[config.mk]
export PLATFORM = sky130hd
export DESIGN_NAME = fwd_scoreboard
export DESIGN_NICKNAME = d
export VERILOG_FILES = /design/src/rtl/fwd_pkg.sv /design/src/rtl/fwd_match.sv /design/src/rtl/fwd_scoreboard.sv
export SDC_FILE = /design/constraint.sdc
export NUM_CORES = 1
export LEC_CHECK = 0
export CORE_MARGIN = 4
export CORE_UTILIZATION = 48
export DETAILED_ROUTE_END_ITERATION = 16
export GPL_ROUTABILITY_DRIVEN = 1
export PLACE_DENSITY_LB_ADDON = 0.2
export SYNTH_ARGS = -nofsm -noshare
export SYNTH_HDL_FRONTEND = slang
export SYNTH_SLANG_ARGS = --single-unit
[constraint.sdc]
create_clock -name clk -period 4.7 [get_ports clk]
set_clock_uncertainty 0.1 [all_clocks]
set_input_delay 0.705 -clock clk [delete_from_list [all_inputs] [get_ports clk]]
set_output_delay 0.705 -clock clk [all_outputs]
set_load 0.02 [all_outputs]
[src/rtl/fwd_pkg.sv]
// Shared types and constants for the operand-forwarding scoreboard.
package fwd_pkg;

    // Slot rd is stored at this fixed width; narrower AW values are zero-extended.
    localparam int FWD_AW_MAX = 8;
    localparam int FWD_SEL_RF = 0;

    typedef struct packed {
        logic                  vld;
        logic [FWD_AW_MAX-1:0] rd;
        logic                  load;
    } fwd_slot_t;

    function automatic int fwd_sel_w(input int depth);
        return $clog2(depth + 1);
    endfunction

endpackage

[src/rtl/fwd_match.sv]
// Per-operand youngest-first producer search: returns forward select and load-use hazard.
module fwd_match
    import fwd_pkg::*;
#(
    parameter int DEPTH    = 2,
    parameter int AW       = 5,
    parameter int LOAD_LAT = 1,
    parameter int SW       = fwd_sel_w(DEPTH)
) (
    input  fwd_slot_t [DEPTH-1:0] slots,
    input  logic [AW-1:0]         rs,
    input  logic                  used,
    output logic [SW-1:0]         sel,
    output logic                  hazard
);

    always_comb begin
        sel    = SW'(FWD_SEL_RF);
        hazard = 1'b0;
        if (used && rs != '0) begin
            // Walk oldest to youngest so the youngest match is the last one written.
            for (int k = DEPTH - 1; k >= 0; k--) begin
                if (slots[k].vld && slots[k].rd == FWD_AW_MAX'(rs)) begin
                    if (slots[k].load && k < LOAD_LAT) begin
                        sel    = SW'(FWD_SEL_RF);
                        hazard = 1'b1;
                    end else begin
                        sel    = SW'(k + 1);
                        hazard = 1'b0;
                    end
                end
            end
        end
    end

endmodule

[src/rtl/fwd_scoreboard.sv]
// Forwarding / load-use hazard unit with a DEPTH-slot destination scoreboard past EX.
// Define FWD_PERF_CNT_EN to add the saturating hazard_cnt stall counter.
module fwd_scoreboard
    import fwd_pkg::*;
#(
    parameter int DEPTH    = 2,
    parameter int NSRC     = 2,
    parameter int AW       = 5,
    parameter int LOAD_LAT = 1,
    parameter int SW       = fwd_sel_w(DEPTH)
) (
    input  logic                 clk,
    input  logic                 rst,
    input  logic                 ex_valid,
    input  logic                 ex_regw,
    input  logic                 ex_load,
    input  logic [AW-1:0]        ex_rd,
    input  logic [NSRC*AW-1:0]   ex_rs,
    input  logic [NSRC-1:0]      ex_rs_used,
    input  logic                 mem_stall,
    input  logic                 flush,
    output logic [NSRC*SW-1:0]   fwd_sel,
    output logic                 hazard,
    output logic [DEPTH-1:0]     slot_vld
`ifdef FWD_PERF_CNT_EN
    ,
    output logic [31:0]          hazard_cnt
`endif
);

    fwd_slot_t [DEPTH-1:0] slot_q, slot_d;
    logic      [NSRC-1:0]  op_haz;

    for (genvar i = 0; i < NSRC; i++) begin : g_match
        fwd_match #(
            .DEPTH    (DEPTH),
            .AW       (AW),
            .LOAD_LAT (LOAD_LAT),
            .SW       (SW)
        ) u_match (
            .slots  (slot_q),
            .rs     (ex_rs[i*AW +: AW]),
            .used   (ex_rs_used[i]),
            .sel    (fwd_sel[i*SW +: SW]),
            .hazard (op_haz[i])
        );
    end

    assign hazard = ex_valid & ~flush & (|op_haz);

    for (genvar k = 0; k < DEPTH; k++) begin : g_vld
        assign slot_vld[k] = slot_q[k].vld;
    end

    always_comb begin
        slot_d = slot_q;
        if (!mem_stall) begin
            for (int k = DEPTH - 1; k >= 1; k--) begin
                slot_d[k] = slot_q[k-1];
            end
            // A stalled or flushed EX instruction must not enter; a bubble does instead.
            if (!hazard && !flush) begin
                slot_d[0].vld  = ex_valid & ex_regw;
                slot_d[0].rd   = FWD_AW_MAX'(ex_rd);
                slot_d[0].load = ex_load;
            end else begin
                slot_d[0] = '0;
            end
        end
    end

    always_ff @(posedge clk or posedge rst) begin
        if (rst) begin
            slot_q <= '0;
        end else begin
            slot_q <= slot_d;
        end
    end

`ifdef FWD_PERF_CNT_EN
    logic [31:0] cnt_q, cnt_d;

    always_comb begin
        cnt_d = cnt_q;
        if (hazard && !mem_stall && cnt_q != 32'hFFFF_FFFF) begin
            cnt_d = cnt_q + 32'd1;
        end
    end

    always_ff @(posedge clk or posedge rst) begin
        if (rst) begin
            cnt_q <= '0;
        end else begin
            cnt_q <= cnt_d;
        end
    end

    assign hazard_cnt = cnt_q;
`endif

endmodule

# After elaboration in Yosys (flattened, before gate mapping)
# Index checks and enable logic that the tools add are counted.
# word_totals
inputBits	24
reg_bits	19
# classes
reduce_logical	12
n_eq_ne	4
muxes	13
bitwise_logic	4
# ops
cell	n
8-bit by 5-bit == test with 1-bit output	4
2-bit two-way mux	6
10-bit two-way mux	1
5-bit nonzero test	2
1-bit logical AND	7
1-bit two-way mux	6
1-bit AND	3
1-bit logical NOT	2
2-bit OR reduction	1
1-bit inverter	1

# Depth between registers and ports, before layout
# depth
word_depth	9
mapped_depth	5
mapped_depth_nobuf	5

# By module
# Synthesis repeated with hierarchy kept, for this count alone.
# hier_totals
hier_cells	87
hier_area_um2	944.7
# modules_own_cells
mod	area_per_inst_um2	seq_area_each_um2	n_inst	cells_each
fwd_scoreboard	599.3	350.3	1	39
fwd_match	172.7	0.0	2	24

# Worst setup path after synthesis
# No wires, ideal clock.
# synth_timing
path_type	input -> output
start	input ex_rs[4]
end	output hazard
required_time_ns	3.895
stages	5
arrival_ns	1.868
setup_slack_ns	2.027
path_cell_list	xor2_1 nor4_2 nand4b_2 a21boi_1 and3b_1
# synth_via
elab_chain_cells	6
# synth_rtl
element	line	source
from (decl)	fwd_scoreboard.sv:18	input logic [NSRC*AW-1:0] ex_rs,
8-bit by 5-bit == test with 1-bit output	fwd_match.sv:23	if (slots[k].vld && slots[k].rd == FWD_AW_MAX'(rs)) begin
1-bit logical AND	fwd_match.sv:23	
1-bit two-way mux	fwd_match.sv:23	
1-bit two-way mux *	fwd_match.sv:20	if (used && rs != '0) begin
2-bit OR reduction *	fwd_scoreboard.sv:49	assign hazard = ex_valid & ~flush & (|op_haz);
1-bit AND *	fwd_scoreboard.sv:49	
to (decl)	fwd_scoreboard.sv:23	output logic hazard,
# Mark *: on every way between the ends. The rest lies on a longest branch, timed or not.

# Worst setup path after layout
# Ends and elaborated chain as after synthesis.

==> metrics.md <==
| Metric | Value |
|---|---|
| Min Tclk post-route | `roughly 3800 ps` |
| Final Wtd Congestion | `~0.87` |
| Area Overhead vs Synth | `36.17%` |
| Post_cts resized | `0` |
| Setup tns final | `0 ps` |
| Slew @ Worst Pin | `approximately 830 ps` |
| Die Area | `between 2000 and 3000 um2` |
| Clock sink count | `13` |
| Max-slew headroom | `between 40% and 50%` |
| Most frequent cells in the layout | `30 x clkdlybuf4s50_1, 16 x xor2_1, 13 x dfrtp_1` |
| Largest cells by area after synthesis | `dfrtp_1 35%, xor2_1 15%, o41ai_2 11%, mux2_2 7.3%, xnor2_1 3.8%` |
| Total grt overflow | `0` |
| Antenna violations before repair | `0` |
| Clock Tree Root | `clkbuf_4` |
| # port buffers | `30` |
| Worst-path clk slew | `80 ps` |
| First-pass GRT wire length | `~3.3 mm` |
| Final hold violations | `0` |
| Share of cells above drive strength 1 | `between 15 and 20%` |
| Area post-placement | `1236 um2` |
| Routing usage on met3 | `around 2.3%` |
| Netlist cell types | `22` |
| Pwr Density | `between 200 and 250 nW/um2` |
| Starting Density | `between 50% and 60%` |
| Vias/cell | `about 5.5` |
| Cts hold-fix bufs | `0` |
| Post-DP HPWL | `around 1.7 mm` |
| Vias in the first global route | `782` |
| Worst Path Arrival | `roughly 3000 ps` |
| Die X | `between 50 and 60 um` |
| Num CTS Buffers | `3` |
| Met1 Use GR | `18.78%` |
| Yosys top cell by area | `dfrtp_1` |
| Yosys reg bits | `13` |
| Post-CTS setup buffers | `0` |
| Final instance area | `1262 um2` |
| Core area | `~1800 um2` |
| Part of the cycle the worst path needs | `between 80% and 90%` |
| Ports | `31` |
| Syn. warnings | `0` |
| Clk_lat worst skew | `280 ps` |
| WS Path Type | `primary input to output port` |
| WL final | `just over 2 mm` |
| Crit path required time | `3890 ps` |
| Busiest grt layer | `met2` |
| Fin nets | `140` |
| Antenna viol nets, final | `0` |
| Total GRT Usage | `16.23%` |
| Met2 Track Usage GR | `~30%` |
| Max-Cap Viols | `0` |
| Final setup fails | `0` |
| Largest net degree at the start of global routing | `21` |
| Routed vias | `764` |
| Maximum clock frequency | `0.2642 GHz` |
| Top-area cell type share of the netlist area | `35.09%` |
| # rows | `15` |
| DRT iter0 DRCs | `9` |
| Syn Area/Cell | `about 11 um2` |
| Initial DRT Pass Iterations | `4` |
| RSZ-0062 raised after global routing | `false` |
| Max VDD drop | `around 0.00015 V` |
| CP Capture Type | `output port` |
| Die Span Y | `about 52 um` |
| Status | `finished clean` |
| Slew Limit Fails | `0` |
| Sequential-to-total area share from yosys stat | `between 30% and 40%` |
| DRC viols | `0` |
| CP Launch Type | `primary input` |
| Ant diodes | `0` |
| Post-synthesis cell count | `85` |
| Crit Path Max Fanout | `3` |
| Routed length per instance | `between 10 and 15 um` |
| Leakage power | `just under 0.6 nW` |
| Hold WC Path Type | `flip-flop to flip-flop` |
| Post-Syn Area | `just over 900 um2` |
| Net Count, Synth | `109` |
| Clock buffer depth | `2` |
| H-tree depth | `1` |
| Commonest non-fill, non-tap cell in the layout | `clkdlybuf4s50_1` |
| CTS tree | `built` |
==> stage by stage <==
step / worst slack (ps) / instances / power, mW / utilization (%) / hold WS, ps
global route: 739.8 / 140 / 0.2923 / 70.81 / 510.7
floorplan: 2027 / 85 / 0.1780 / - / 412.2
detailed placement: 905.7 / 136 / 0.2117 / 69.33 / 452.0
CTS: 889.7 / 140 / 0.2805 / 70.81 / 486.5
finish: 914.6 / 140 / 0.2779 / 70.81 / 481.8
global placement: 966.2 / 136 / 0.2091 / 69.33 / 443.8
==> synth_stat cells <==
cell,instances
o31ai_2,1
inv_1,7
xnor2_1,4
and3b_1,1
a31oi_1,2
dfrtp_1,13
nand4b_2,2
nand4b_1,2
o21ai_1,2
buf_4,2
o41ai_2,6
or4_1,2
nor4_2,2
a21boi_1,1
xor2_1,16
mux2_2,6
nor4_1,2
nor2_1,2
clkbuf_1,2
nand2_1,8
a21oi_4,1
nand3b_1,1
==> worst paths after layout <==
kind,from,to,slack [ps],depth (start not counted)
worst max-delay path,ex_rs[4],hazard,910,7
worst min register to register,slot_vld[1],slot_vld[1],480,1
worst max register to register,slot_q[1],slot_q[5],2820,5
max in group asynchronous,rst,slot_q[15],3530,2
min in group asynchronous,rst,slot_q[1],640,2
worst min-delay path,slot_vld[1],slot_vld[1],480,1
==> cell type report <==
cell class | instances | area (um2)
timing repair buffer | 30 | 300.3
multi-input combinational | 61 | 553.0
fill | 141 | 520.5
sequential | 13 | 325.3
clock buffer | 4 | 26.28
inverter | 7 | 26.28
tap | 25 | 31.28
==> flip-flops by register name (all words and copies together), names as in the netlist <==
register  count
slot_q       11
slot_vld      2
==> per-layer routing <==
metal / wire (um) / vias up / share of wire, %
met3: 142 / 4 / 7.0
met1: 794 / 374 / 39
li1: - / 362 / -
met4: 16 / 0 / 0.79
met2: 1081 / 24 / 53
met5: 0 / - / 0
==> logic make-up (layout without fill, tap and decap cells) <==
kind of cell / Yosys count / after routing / synth area share, %
mux: 6 / 6 / 7.287
flops: 13 / 13 / 35.09
simple gates: 22 / 22 / 16.60
compound gates: 13 / 13 / 16.87
xor+xnor: 20 / 20 / 18.89
buf+inv: 11 / 41 / 5.264
==> critical path, cell delays in order <==
cell             delay [ps]
clkdlybuf4s50_1         470
xor2_1                  180
nor4_2                  360
nand4b_2                220
a21boi_1                250
and3b_1                 180
clkdlybuf4s50_1         620
==> power by group <==
part / switching [mW] / internal [mW] / leakage, nW
clock network: 0.0360 / 0.0329 / 0.0150
registers: 0.0133 / 0.122 / 0.170
logic: 0.0312 / 0.0428 / 0.400
total: 0.0806 / 0.197 / 0.586
No activity file was read; power rests on OpenSTA's default activity.
